==> src/rtl/mips_ctrl_pkg.sv <==
// mips_ctrl_pkg: state, opcode/funct and select encodings shared by the multicycle MIPS control FSM.
package mips_ctrl_pkg;
  typedef enum logic [3:0] {
    S_FETCH, S_DECODE, S_MEMADR, S_MEMRD, S_MEMWB, S_MEMWR,
    S_RTYPEEX, S_RTYPEWB, S_BEQEX, S_ADDIEX, S_ADDIWB, S_JEX
  } state_e;
  localparam logic [5:0] OP_RTYPE = 6'b000000;
  localparam logic [5:0] OP_LW    = 6'b100011;
  localparam logic [5:0] OP_SW    = 6'b101011;
  localparam logic [5:0] OP_BEQ   = 6'b000100;
  localparam logic [5:0] OP_ADDI  = 6'b001000;
  localparam logic [5:0] OP_J     = 6'b000010;
  localparam logic [5:0] F_ADD = 6'b100000;
  localparam logic [5:0] F_SUB = 6'b100010;
  localparam logic [5:0] F_AND = 6'b100100;
  localparam logic [5:0] F_OR  = 6'b100101;
  localparam logic [5:0] F_SLT = 6'b101010;
  localparam logic [1:0] ALUOP_ADD   = 2'b00;
  localparam logic [1:0] ALUOP_SUB   = 2'b01;
  localparam logic [1:0] ALUOP_FUNCT = 2'b10;
  localparam logic [1:0] SRCB_REGB  = 2'b00;
  localparam logic [1:0] SRCB_FOUR  = 2'b01;
  localparam logic [1:0] SRCB_IMM   = 2'b10;
  localparam logic [1:0] SRCB_IMMSH = 2'b11;
  localparam logic [1:0] PCS_ALU    = 2'b00;
  localparam logic [1:0] PCS_ALUOUT = 2'b01;
  localparam logic [1:0] PCS_JUMP   = 2'b10;
  localparam logic [2:0] ALUC_ADD = 3'b010;
  localparam logic [2:0] ALUC_SUB = 3'b110;
  localparam logic [2:0] ALUC_AND = 3'b000;
  localparam logic [2:0] ALUC_OR  = 3'b001;
  localparam logic [2:0] ALUC_SLT = 3'b111;
endpackage

==> src/rtl/main_control_fsm_alu_decoder.sv <==
// alu_decoder: maps the FSM's alu_op and the R-type funct field to an ALU control code.
module alu_decoder
  import mips_ctrl_pkg::*;
(
  input  logic [1:0] alu_op,
  input  logic [5:0] funct,
  output logic [2:0] alu_control,
  output logic       funct_illegal
);
  always_comb begin
    alu_control = ALUC_ADD;
    funct_illegal = 1'b0;
    if (alu_op == ALUOP_SUB) alu_control = ALUC_SUB;
    else if (alu_op == ALUOP_FUNCT) begin
      case (funct)
        F_ADD:   alu_control = ALUC_ADD;
        F_SUB:   alu_control = ALUC_SUB;
        F_AND:   alu_control = ALUC_AND;
        F_OR:    alu_control = ALUC_OR;
        F_SLT:   alu_control = ALUC_SLT;
        default: funct_illegal = 1'b1;
      endcase
    end
  end
endmodule

==> src/rtl/main_control_fsm.sv <==
// main_control_fsm: multicycle MIPS main controller (lw/sw/R-type/beq/addi/j) with Moore output decode.
module main_control_fsm
  import mips_ctrl_pkg::*;
#(
  parameter int OPCODE_W = 6
) (
  input  logic                clk,
  input  logic                rst,
  input  logic [OPCODE_W-1:0] opcode,
  input  logic [5:0]          funct,
  input  logic                zero,
  output logic                pc_en,
  output logic                iord,
  output logic                mem_write,
  output logic                ir_write,
  output logic                reg_write,
  output logic                reg_dst,
  output logic                mem_to_reg,
  output logic                alu_src_a,
  output logic [1:0]          alu_src_b,
  output logic [1:0]          pc_source,
  output logic [2:0]          alu_control,
  output logic                illegal_op,
  output logic [3:0]          state_dbg
);
  state_e state_q, state_d, cur;
  logic [1:0] alu_op;
  logic pc_write, branch, mw, iw, rw, op_ill, funct_ill;
  always_ff @(posedge clk) state_q <= rst ? S_FETCH : state_d;
  // During reset the selects decode as FETCH; enables are masked below.
  always_comb begin
    cur = rst ? S_FETCH : state_q;
    state_d = S_FETCH;
    iord = 1'b0;
    mw = 1'b0;
    iw = 1'b0;
    rw = 1'b0;
    reg_dst = 1'b0;
    mem_to_reg = 1'b0;
    alu_src_a = 1'b0;
    alu_src_b = SRCB_REGB;
    pc_source = PCS_ALU;
    alu_op = ALUOP_ADD;
    pc_write = 1'b0;
    branch = 1'b0;
    op_ill = 1'b0;
    case (cur)
      S_FETCH: begin
        iw = 1'b1;
        alu_src_b = SRCB_FOUR;
        pc_write = 1'b1;
        state_d = S_DECODE;
      end
      S_DECODE: begin
        alu_src_b = SRCB_IMMSH;
        case (opcode)
          OP_LW, OP_SW: state_d = S_MEMADR;
          OP_RTYPE:     state_d = S_RTYPEEX;
          OP_BEQ:       state_d = S_BEQEX;
          OP_ADDI:      state_d = S_ADDIEX;
          OP_J:         state_d = S_JEX;
          default:      op_ill = 1'b1;
        endcase
      end
      S_MEMADR: begin
        alu_src_a = 1'b1;
        alu_src_b = SRCB_IMM;
        state_d = (opcode == OP_SW) ? S_MEMWR : S_MEMRD;
      end
      S_MEMRD: begin
        iord = 1'b1;
        state_d = S_MEMWB;
      end
      S_MEMWB: begin
        mem_to_reg = 1'b1;
        rw = 1'b1;
      end
      S_MEMWR: begin
        iord = 1'b1;
        mw = 1'b1;
      end
      S_RTYPEEX: begin
        alu_src_a = 1'b1;
        alu_op = ALUOP_FUNCT;
        state_d = S_RTYPEWB;
      end
      S_RTYPEWB: begin
        reg_dst = 1'b1;
        rw = 1'b1;
      end
      S_BEQEX: begin
        alu_src_a = 1'b1;
        alu_op = ALUOP_SUB;
        pc_source = PCS_ALUOUT;
        branch = 1'b1;
      end
      S_ADDIEX: begin
        alu_src_a = 1'b1;
        alu_src_b = SRCB_IMM;
        state_d = S_ADDIWB;
      end
      S_ADDIWB: rw = 1'b1;
      S_JEX: begin
        pc_source = PCS_JUMP;
        pc_write = 1'b1;
      end
      default: state_d = S_FETCH;
    endcase
  end
  alu_decoder u_alu_decoder (
    .alu_op       (alu_op),
    .funct        (funct),
    .alu_control  (alu_control),
    .funct_illegal(funct_ill)
  );
  assign pc_en      = (pc_write | (branch & zero)) & ~rst;
  assign mem_write  = mw & ~rst;
  assign ir_write   = iw & ~rst;
  assign reg_write  = rw & ~rst;
  assign illegal_op = (op_ill | funct_ill) & ~rst;
  assign state_dbg  = state_q;
endmodule
==> config.mk <==
export PLATFORM = sky130hd
export DESIGN_NAME = main_control_fsm
export DESIGN_NICKNAME = d
export VERILOG_FILES = /design/src/rtl/mips_ctrl_pkg.sv /design/src/rtl/main_control_fsm_alu_decoder.sv /design/src/rtl/main_control_fsm.sv
export SDC_FILE = /design/constraint.sdc
export NUM_CORES = 1
export LEC_CHECK = 0
export CORE_UTILIZATION = 38
export CTS_CLUSTER_SIZE = 20
export DETAILED_ROUTE_END_ITERATION = 6
export PLACE_DENSITY_LB_ADDON = 0.25
export SETUP_SLACK_MARGIN = 0.2
export SYNTH_ARGS = -nofsm -noshare
export SYNTH_HDL_FRONTEND = slang
export SYNTH_SLANG_ARGS = --single-unit
==> constraint.sdc <==
create_clock -name clk -period 3.1 [get_ports clk]
set_input_delay 0.62 -clock clk [delete_from_list [all_inputs] [get_ports clk]]
set_output_delay 0.62 -clock clk [all_outputs]
set_load 0.005 [all_outputs]
# --- Word level (Yosys, flattened, before mapping) ---
# Index checks and enable logic that the tools add are counted.
word_totals:
  inputBits: 15
  out_inout_bits: 20
  word_cells: 67
  register_bits: 4
classes:
  muxes: 24
  eq_ne: 23
  bitwise: 9
  reduce_logical: 10
ops:
  columns: ["operator", "count"]
  rows:
  - ["6-bit == test (second input constant)", 7]
  - ["4-bit one-hot mux with 6 select lines", 1]
  - ["4-bit one-hot mux with 5 select lines", 1]
  - ["4-bit by 3-bit == test with 1-bit output (second input constant)", 4]
  - ["4-bit == test (second input constant)", 4]
  - ["1-bit two-way mux", 14]
  - ["3-bit one-hot mux with 4 select lines", 1]
  - ["3-bit two-way mux", 3]
  - ["4-bit by 2-bit == test with 1-bit output (second input constant)", 2]
  - ["2-bit one-hot mux with 2 select lines", 2]
  - ["2-bit OR reduction", 4]
  - ["1-bit bitwise AND", 6]
  - ["6-bit by 2-bit == test with 1-bit output (second input constant)", 1]
  - ["6-bit by 3-bit == test with 1-bit output (second input constant)", 1]
  - ["6-bit by 4-bit == test with 1-bit output (second input constant)", 1]
  - ["6-bit zero test", 1]
  - ["2-bit one-hot mux with 3 select lines", 1]
  - ["6-bit OR reduction", 1]
  - ["5-bit OR reduction", 1]
  - ["4-bit by 1-bit == test with 1-bit output (second input constant)", 1]
  - ["4-bit zero test", 1]
  - ["4-bit two-way mux", 1]
  - ["4-bit OR reduction", 1]
  - ["3-bit OR reduction", 1]
  - ["4 further kinds", 5]

# --- Longest topological paths before layout ---
logic_depth:
  word_depth: 8
  depth_mapped: 5
  mapped_depth_nobuf: 4

# --- Hierarchy ---
# A second synthesis with hierarchy kept.
hier_totals:
  cells_unflattened: 83
  hier_area_um2: 599.3
by_module_without_submodules:
  columns: ["mod", "area_per_inst_um2", "cells_per_inst", "n_inst", "seq_area_each_um2"]
  rows:
  - ["main_control_fsm", 494.2, 70, 1, 80.1]
  - ["alu_decoder", 105.1, 13, 1, 0.0]

# --- Worst setup path after synthesis ---
# OpenSTA, ideal clock, no wires.
synth_timing:
  path_type: "input -> output"
  from: "in rst"
  to: "out alu_control[1]"
  path_slack_ns: 0.879
  path_buffers: 1
  t_required_ns: 2.480
  arrival_time_ns: 1.601
  stages: 5
  path_cell_list: "buf_2 -> nor2_4 -> nand3_2 -> or3b_4 -> or2_1"
synth_via:
  elab_chain_cells: 6
  word_cells_on_any_way: 8
  cone_classes: "eq/ne (4); mux (4)"
synth_rtl:
  columns: ["item", "line", "rtl"]
  rows:
  - ["from (decl)", "main_control_fsm.sv:8", "input logic rst,"]
  - ["4-bit two-way mux *", "main_control_fsm.sv:32", "cur = rst ? S_FETCH : state_q;"]
  - ["4-bit == test / 4-bit by 3-bit == test with 1-bit output (equally long branches)", "main_control_fsm.sv:47", "case (cur)"]
  - ["2-bit one-hot mux with 2 select lines *", "main_control_fsm.sv:47", null]
  - ["2-bit == test", "main_control_fsm_alu_decoder.sv:14", "else if (alu_op == ALUOP_FUNCT) begin"]
  - ["3-bit two-way mux", "main_control_fsm_alu_decoder.sv:14", null]
  - ["3-bit two-way mux *", "main_control_fsm_alu_decoder.sv:13", "if (alu_op == ALUOP_SUB) alu_control = ALUC_SUB;"]
  - ["to (decl)", "main_control_fsm.sv:22", "output logic [2:0] alu_control,"]
# Mark *: on every way between the ends. The rest lies on a longest branch, timed or not.

# --- Worst setup path after layout ---
# Same ends and word-level chain as after synthesis.

==> results.md <==
| Stage | Item | Reported |
|---|---|---|
| outcome | Run status | finished, final reports clean |
| cells and area | Fraction of layout instances using a drive strength above 1 | 13.3% |
| cts | Cell chosen for the clock root | clkbuf_4 |
| drt | First-iteration detailed-routing DRC count | 12 |
| setup path | Critical path, cell by cell | dlygate4sd2_1 > nor2_4 > nand3_2 > or3b_4 > or2_1 > clkdlybuf4s50_1 |
| floorplan | Die Outline Area | 1610 um2 |
| drt | Drt first pass iters | 4 |
| place | Port bufs | 34 |
| floorplan | I/O pin count | 35 |
| synth | Sequential fraction of the synthesis area | 14.5% |
| sta | Measured slew at the worst slew-check pin | 0.501 ns |
| setup path | Crit path DAT | 2.16 ns |
| drt | DRC Markers | 0 |
| sta | Post-Route Setup TNS | 0 ns |
| setup path | Kind of capture point of the worst setup path | primary output |
| setup path | Largest fanout of any net on the critical path | 3 |
| drt | Detailed Route WL | 1.65 mm |
| global route | Number of antenna violations at the first check in global routing | 0 |
| setup path | Worst EP required | 2.48 ns |
| power | Leakage power of the design | 0.000385 uW |
| floorplan | Starting density of the core | 41.5% |
| synth | Unique cell type count in the Yosys netlist | 36 |
| sta | Number of hold violations in the final report | 0 |
| synth | Synthesized area divided by synthesized cell count | 6.66 um2 |
| sta | Worst-case headroom to the max-slew limit | 66.6% |
| power | Cell Pwr Density | 203 nW/um2 |
| setup path | CP top delay family | simple AND/OR/NAND/NOR gates |
| setup path | Worst setup SP type | input port |
| cts | Clock tree from TritonCTS | yes |
| place | Routability congestion estimate | 0.737 |
| cts | CTS H-Tree Depth | 1 |
| flow run | Number of maximum-capacitance violations | 0 |
| cts | Insertion delay of the later-clocked pin in the worst-skew pair | 0.24 ns |
| power | Power Total | 195 uW |
| floorplan | Die span in y | 40.2 um |
| drt | Number of antenna-violating nets in the routed design | 0 |
| sta | RSZ-0062 raised after global routing | no |
| drt | Post-DR wirelength/cell | 12.2 um |
| sta | Maximum clock rate | 0.360 GHz |
| setup path | Classification of the worst setup path | input port to primary output |
| setup path | Buf+Inv Stages, Crit Path | 2 |
| cts | Clock buffer count from CTS | 3 |
| sta | Final setup violation count | 0 |
| place | Post-DP HPWL | 1.28 mm |
| power | Max rail drop VDD | 0.000124 V |
| synth | Yosys synthesis warning count | 0 |
| cells and area | Max reg flops | 4 |
| cells and area | Cell area after layout | 961 um2 |
| global route | Tot GR Track Use | 23.7% |
| synth | Synth Cell Area | 553 um2 |
| sta | Final Max Tran Viols | 0 |
| cells and area | Area growth from synthesis to final layout | 73.8% |
| global route | Pin count of the biggest net entering global routing | 15 |
| cts | Number of buffers on the longest clock path | 2 |
| sta | Clock Skew | 0.00763 ns |
| cts | Sinks on Clock Net | 4 |
| global route | Via count of the first global-routing pass | 607 |
| cts | CTS Hold Bufs | 0 |
| global route | Aggregate global routing overflow | 0 |
| hold path | Path category of the worst min-delay check | flop to flop |
| synth | Register bit count reported by yosys | 4 |
| floorplan | Core Rows | 13 |
| synth | Number of standard cells after synthesis | 83 |
| cells and area | Final layout net count | 137 |
| cts | Clock-pin slew on the worst setup and hold paths | 0.04 ns |
| drt | Routed via count | 746 |
| floorplan | Total core area | 1330 um2 |
| cells and area | Filler cell count in the final layout | 121 |
| cells and area | Inserted Diodes | 0 |
| global route | Wire length of the first global-routing pass | 2.59 mm |
| sta | Min Tclk post-route | 2.78 ns |
| place | Area post-placement | 911 um2 |
| drt | Routed vias/inst | 5.53 |
| sta | Hold slack | 0.632 ns |
| setup path | Largest stage delay on the critical path | 0.44 ns |
| synth | Synthesized net count | 98 |
| cells and area | Final core occ | 72.0% |
| floorplan | Die Span X | 40.2 um |
| sta | Final critical-path share of the clock period | 89.6% |
| setup path | Cell type of the slowest stage on the worst timing path | clkdlybuf4s50_1 |
## area by class of cell
type	count	area [um2]	share of cell area (%)
flip-flops and latches	4	81.3	8.46
well taps	15	18.8	1.95
multi-input cells	70	438	45.6
repair buffers	39	385	40.1
inverters	4	15.0	1.56
clock buffers	3	22.5	2.34
## cells by family after synthesis
family / after synthesis / share of synthesized area (%)
AOI/OAI and AO/OA: 19 / 22.2
xor gates and xnor gates: 4 / 6.34
buffers and inverters: 9 / 8.37
DFF: 4 / 14.5
and+or+nand+nor: 47 / 48.6
## what timing repair did
item / CTS / global route
pin swaps: 0 / 2
endpoints found under the setup margin: 4 / 1
buffers inserted: 0 / 1
gates resized for setup: 3 / 6
cloned: 0 / 0
endpoints found under the hold margin: 0 / 0
## metrics by stage
stage / setup slack [ns] / instances
floorplan: 0.879 / 83
global placement: 0.129 / 131
detailed placement: 0.112 / 131
CTS: 0.200 / 134
global route: 0.248 / 135
finish: 0.322 / 135
## synthesized netlist by cell type
| cell type | n | share of area (%) |
|---|---|---|
| or3_1 | 1 | 1.1 |
| or3b_1 | 1 | 1.6 |
| or2_2 | 1 | 1.1 |
| nor2_4 | 1 | 2.0 |
| or2_1 | 1 | 1.1 |
| nor4bb_1 | 1 | 1.8 |
| buf_6 | 1 | 2.0 |
| a21oi_1 | 2 | 1.8 |
| clkbuf_1 | 1 | 0.68 |
| o21bai_1 | 1 | 1.4 |
| nor4_1 | 2 | 2.3 |
| or3b_4 | 1 | 2.0 |
| o22ai_1 | 1 | 1.1 |
| o211ai_1 | 3 | 4.1 |
| nor3_1 | 6 | 5.4 |
| nor3b_1 | 1 | 1.4 |
| o21ai_0 | 5 | 4.5 |
| xnor2_1 | 1 | 1.6 |
| a31oi_1 | 3 | 3.4 |
| nand2b_1 | 1 | 1.1 |
| inv_1 | 4 | 2.7 |
| buf_2 | 1 | 0.90 |
| nor2b_4 | 1 | 2.5 |
| nand2_1 | 5 | 3.4 |
| nand3_2 | 1 | 1.8 |
| nor2_1 | 11 | 7.5 |
| xor2_1 | 3 | 4.8 |
| o221ai_1 | 1 | 1.6 |
| and3_1 | 4 | 4.5 |
| dfxtp_1 | 4 | 14 |
| buf_1 | 1 | 0.68 |
| nand3_1 | 7 | 6.3 |
| a21boi_0 | 2 | 2.7 |
| nor4b_1 | 1 | 1.6 |
| buf_4 | 1 | 1.4 |
| a2111oi_0 | 1 | 1.6 |
## final timing paths
check                     startpoint                      end  slack [ns]  cells after the start
max                              rst           alu_control[1]        0.32                      6
min          state_dbg[1]$_SDFF_PP0_  state_dbg[2]$_SDFF_PP0_        0.63                      2
max reg2reg  state_dbg[0]$_SDFF_PP0_  state_dbg[1]$_SDFF_PP0_        1.58                      5
min reg2reg  state_dbg[1]$_SDFF_PP0_  state_dbg[2]$_SDFF_PP0_        0.63                      2
## report_power, final
part | switching (uW) | internal [uW]
Combinational | 27.5 | 40.4
Sequential | 5.55 | 53.3
Clock | 24.4 | 43.5
## worst reg2reg max path: cells and delay by family (launching register included)
kind	cells	cell delay, ns
and+or+nand+nor	2	0.52
DFF	1	0.58
AOI/OAI and AO/OA	2	0.16
buffers and inverters	1	0.18
## layout by cell type (no fill, tap or decap), types with 2 or more instances in the layout
master	n
clkbuf_4	3
a21boi_0	2
xor2_1	3
nor2_1	11
nor3_1	6
a31oi_1	3
nand2_1	5
dfxtp_1	3
buf_4	5
clkdlybuf4s50_1	28
dlygate4sd2_1	2
o211ai_1	3
a21oi_1	2
and3_1	3
o21ai_0	5
nand3_1	7
inv_1	4
dlymetal6s2s_1	4
## metal layers
metal  GRT usage (%)  routed length [um]
met1            26.7                 694
met3            3.33                  56
met2            44.8                 894
met5               0                   0
met4            7.76                   0
Note: power is estimated with default switching activity, not from simulation.
